`src/rtl/mux_scan_seq_if.sv`:
```
// Downstream valid/ready channel carrying one assembled scan word.
interface mux_scan_seq_if;
  logic [15:0] dout;
  logic        valid;
  logic        ready;

  modport master (output dout, output valid, input ready);
  modport slave  (input dout, input valid, output ready);
endinterface

```
`src/rtl/mux_scan_seq.sv`:
```
// Steps a 16:1 mux select through all channels, samples y after a settle
// delay, and offers the assembled 16-bit word over a valid/ready channel.
//
// state    | meaning
// ---------+-----------------------------------------------------------
// S_IDLE   | waiting for start; si parked at 0
// S_SETTLE | si driven, counting SETTLE cycles for the mux output
// S_SAMPLE | capture y into acc[si]; advance si or finish the scan
// S_DONE   | dout valid, waiting for ready; si parked at 15
module mux_scan_seq #(
  parameter int unsigned SETTLE = 1
) (
  input  logic          clk,
  input  logic          rst,
  input  logic          start,
  input  logic          y,
  output logic [3:0]    si,
  output logic          busy,
  mux_scan_seq_if.master dn
);

  typedef enum logic [1:0] {
    S_IDLE,
    S_SETTLE,
    S_SAMPLE,
    S_DONE
  } state_t;

  // SETTLE never enters S_SETTLE when zero, so the compare value is moot there.
  localparam logic [3:0] CNT_LAST = (SETTLE == 0) ? 4'd0 : 4'(SETTLE - 1);

  state_t      state, state_nxt;
  logic [3:0]  si_nxt;
  logic [3:0]  cnt, cnt_nxt;
  logic [15:0] acc, acc_nxt;
  logic [15:0] dout_q, dout_nxt;

  always_ff @(posedge clk or posedge rst) begin
    if (rst) begin
      state  <= S_IDLE;
      si     <= '0;
      cnt    <= '0;
      acc    <= '0;
      dout_q <= '0;
    end else begin
      state  <= state_nxt;
      si     <= si_nxt;
      cnt    <= cnt_nxt;
      acc    <= acc_nxt;
      dout_q <= dout_nxt;
    end
  end

  always_comb begin
    state_nxt = state;
    si_nxt    = si;
    cnt_nxt   = cnt;
    acc_nxt   = acc;
    dout_nxt  = dout_q;
    case (state)
      S_IDLE: begin
        si_nxt  = 4'd0;
        cnt_nxt = 4'd0;
        if (start) begin
          acc_nxt   = '0;
          state_nxt = (SETTLE == 0) ? S_SAMPLE : S_SETTLE;
        end
      end
      S_SETTLE: begin
        if (cnt == CNT_LAST) begin
          cnt_nxt   = 4'd0;
          state_nxt = S_SAMPLE;
        end else begin
          cnt_nxt = cnt + 4'd1;
        end
      end
      S_SAMPLE: begin
        acc_nxt[si] = y;
        // Last channel goes straight to dout; acc would lag by one cycle.
        if (si == 4'd15) begin
          dout_nxt  = {y, acc[14:0]};
          state_nxt = S_DONE;
        end else begin
          si_nxt    = si + 4'd1;
          state_nxt = (SETTLE == 0) ? S_SAMPLE : S_SETTLE;
        end
      end
      S_DONE: begin
        if (dn.ready) begin
          si_nxt    = 4'd0;
          state_nxt = S_IDLE;
        end
      end
      default: state_nxt = S_IDLE;
    endcase
  end

  assign dn.dout  = dout_q;
  assign dn.valid = (state == S_DONE);
  assign busy     = (state != S_IDLE);

endmodule

```
`src/flat_wrapper.sv`:
```
// flat-port wrapper written by rule: the top's interface ports become plain ports
module mux_scan_seq_flat 
#(
  parameter int unsigned SETTLE = 1
)
  (clk, rst, start, y, si, busy, dn_dout, dn_valid, dn_ready);
  mux_scan_seq_if dn_i ();
  input  logic clk;
  input  logic rst;
  input  logic start;
  input  logic y;
  output logic [3:0] si;
  output logic busy;
  output wire logic [$bits(dn_i.dout)-1:0] dn_dout;
  output wire logic [$bits(dn_i.valid)-1:0] dn_valid;
  input wire logic [$bits(dn_i.ready)-1:0] dn_ready;
  assign dn_dout = dn_i.dout;
  assign dn_valid = dn_i.valid;
  assign dn_i.ready = dn_ready;
  mux_scan_seq #(.SETTLE(SETTLE)) u_core (.clk(clk), .rst(rst), .start(start), .y(y), .si(si), .busy(busy), .dn(dn_i));
endmodule
```
`config.mk`:
```
export PLATFORM = sky130hd
export DESIGN_NAME = mux_scan_seq_flat
export DESIGN_NICKNAME = d
export VERILOG_FILES = /design/src/rtl/mux_scan_seq_if.sv /design/src/rtl/mux_scan_seq.sv /design/src/flat_wrapper.sv
export SDC_FILE = /design/constraint.sdc
export NUM_CORES = 1
export LEC_CHECK = 0
export CAP_MARGIN = 10
export CORE_UTILIZATION = 54
export CTS_CLUSTER_DIAMETER = 30
export CTS_CLUSTER_SIZE = 8
export DETAILED_ROUTE_END_ITERATION = 10
export PLACE_DENSITY = 0.79
export REMOVE_ABC_BUFFERS = 1
export SLEW_MARGIN = 20
export SYNTH_ARGS = -nofsm -noshare
export SYNTH_HDL_FRONTEND = slang
export SYNTH_SLANG_ARGS = --single-unit
```
`constraint.sdc`:
```
create_clock -name clk -period 1.9 [get_ports clk]
set_input_delay 0.38 -clock clk [delete_from_list [all_inputs] [get_ports clk]]
set_output_delay 0.38 -clock clk [all_outputs]
set_load 0.1 [all_outputs]
```
==> out/results.ini <==
[grt]
grt_max_degree=42
grt_use_met2_pct=37.9
use_met3_pct=6.34
grt_pass1_wl_um=7090
antenna_found_initial=0
grt_pass1_vias=1534
grt_busiest_layer=met2
grt_use_total_pct=23.4
grt_util_met1_pct=28.7
overflow=0

[layout]
seq_area_um2=1030
diodes=0
final_core_util_pct=73.3
multi_input_area_um2=840
final_area_um2=2540
drive_above_1_share_pct=27.1
syn_to_final_growth_pct=25.8
fin_nets=231
nFillCells=269

[yosys]
synthesis.area_um2=2020
yosysWarnings=0
synth_compound_area_share_pct=13.9
synth_top_area_share_pct=50.8
ys_seq_area_share_pct=50.8
synth_top_family_by_area=simple AND/OR/NAND/NOR gates
ys_seq_elements=41
synth_top_cell_by_area=dfrtp_1
synth-simple-area-share_pct=14.1
synth_cell_types=32
syn-instance-count=191
muxShareOfSynthArea_pct=9.85
synth-xor-area-share_pct=0
synthAdderAreaFrac_pct=3.72
netlist_top_cells_area=dfrtp_1 51%, mux2_4 5.9%, o22ai_1 5.0%
avgSynthCellArea_um2=10.6

[clocking]
clockRootBuffer=clkbuf_8
cts.hold.buffers_added=0
clk_path_buf_depth=2
h-tree-depth=2
cts_buffers=5
clkLatencyLatePin_ns=0.29
cts_resized=0
cts_tree=yes
cts.clk_slew.worst_paths_ns=0.07
clock-sinks=41
post-cts-setup-buffers=0

[placement]
gp_congestion=0.819
placed_area_um2=2460
portBuffers=26
dp_slack_ns=0.160
dp_hpwl_um=2840

[sta]
maxSlewViolCount=0
worstMarginPinSlew_ns=0.661
post-route-period-util_pct=93.8
relSlewSlack_pct=55.2
layout_setup_ws_ns=0.118
fin_crit_ns=1.78
rsz0062_at_grt=false
hold_viol=0
fmax_mhz=561
finClkSkew_ns=0.00414
setup_viol=0

[power]
leakage_nw=1.17
cellPowerDensity_nw_per_um2=1070
peakVddDrop_mv=0.966

[setup_path]
critPathRequiredTime_ns=1.52
critPathLaunch=u_core.si[2]$_DFFE_PP0P_
rr_startpoint=u_core.si[0]$_DFFE_PP0P_
arrival_ns=1.40
cp-start-kind=flip-flop
critPathKind=flip-flop to output port
reg2regPathDepth=5
critPathMaxFanout=20
cp-end-kind=output port

[detailed_routing]
vias_per_cell=5.64
vias=1505
drcViolationCount=0
final_antenna_net_count=0
drtIter0Drc=102
wl_per_cell_um=15.6
first_pass_iters=5
drt_wl_total_um=4170

[floorplanning]
dieArea_um2=3990
core_area_um2=3470
io_pins=27
die_x_um=63.2
fp-row-count=21
die-height_um=63.2
start_util_pct=58.3

[job]
max_cap_viol_count=0

[outcome]
run_status=complete, no violations

[min_path]
hold_class=input port to async pin

[metrics by stage]
stage / setup TNS, ns / power, mW / hold WS [ns] / instances
2_1_floorplan: -5.04 / 1.78 / 0.481 / 180
3_3_place_gp: 0 / 2.15 / 0.489 / 259
3_5_place_dp: 0 / 2.19 / 0.495 / 259
4_1_cts: 0 / 2.75 / 0.513 / 267
5_1_grt: 0 / 2.87 / 0.527 / 267
6_report: 0 / 2.73 / 0.508 / 267
[critical path, stage by stage (launching register included)]
cell and delay [ns]:
dfrtp_1 0.68, buf_4 0.25, buf_12 0.18
[cell type report]
| cell class | instances | share of cell area [%] |
|---|---|---|
| Sequential cell | 41 | 40.4 |
| Multi-Input combinational cell | 115 | 33.0 |
| Timing Repair Buffer | 33 | 17.5 |
| Inverter | 24 | 3.55 |
| Clock buffer | 6 | 2.86 |
| Tap cell | 46 | 2.26 |
| Clock inverter | 2 | 0.394 |
[cells by family after synthesis]
kind of cell / count (synthesis)
AO/OA/AOI/OAI: 47
adder cells (fa/ha/maj): 6
buffers and inverters: 35
flip-flops: 41
multiplexers: 15
AND/OR/NAND/NOR: 47
[routing by layer]
metal	share of wire [%]	vias to the layer above
met2	49	48
met3	5.6	11
met5	0	-
met1	43	725
met4	2.9	0
li1	-	721
[cells in the final DEF, fill, tap and decap left out, drive strengths merged, types with 2 or more instances in the layout]
| cell | synthesis | final |
|---|---|---|
| a21oi | 17 | 17 |
| buf | 8 | 29 |
| clkbuf | 3 | 6 |
| clkdlybuf4s50 | 0 | 4 |
| clkinv | 0 | 2 |
| dfrtp | 41 | 41 |
| ha | 6 | 6 |
| inv | 24 | 24 |
| mux2 | 15 | 15 |
| nand2 | 9 | 9 |
| nand2b | 4 | 4 |
| nand3 | 13 | 13 |
| nand3b | 9 | 9 |
| nor2b | 2 | 2 |
| o21ai | 6 | 6 |
| o22ai | 16 | 16 |
| or2 | 2 | 2 |
| or3b | 4 | 4 |
[Yosys cell counts (all sizes together)]
cell / count
dfrtp: 41
nor2b: 2
nor2: 1
and2: 1
a31oi: 1
buf: 8
a22oi: 1
a21oi: 17
and3: 1
clkbuf: 3
o22ai: 16
nor3: 1
o211ai: 1
mux2: 15
o311ai: 1
o2bb2ai: 1
ha: 6
nand2: 9
or3b: 4
o21ai: 6
a21boi: 1
inv: 24
nand3: 13
or2: 2
o21bai: 1
nand2b: 4
nand3b: 9
a211oi: 1
[state kept, by name, indices dropped and copies added (netlist names)]
signal,count
u_core.acc,15
u_core.cnt,4
u_core.state,2
u_core.dn.dout,16
u_core.si,4
[where the power goes]
| group | switching [mW] | internal (mW) | total (mW) |
|---|---|---|---|
| combinational | 0.708 | 0.415 | 1.12 |
| clock | 0.286 | 0.254 | 0.541 |
| sequential | 0.119 | 0.944 | 1.06 |
| total | 1.11 | 1.61 | 2.73 |
[final timing paths]
kind / to / slack [ns]
worst max register to register: u_core.acc[2]$_DFFE_PP0P_ / 0.13
worst min-delay path: u_core.dn.dout[7]$_DFFE_PP0P_ / 0.51
min in group clk: u_core.dn.dout[4]$_DFFE_PP0P_ / 0.51
worst min register to register: u_core.dn.dout[4]$_DFFE_PP0P_ / 0.51
max in group asynchronous: u_core.dn.dout[8]$_DFFE_PP0P_ / 1.04
worst max-delay path: si[2] / 0.12
No activity file was read; power rests on OpenSTA's default activity.
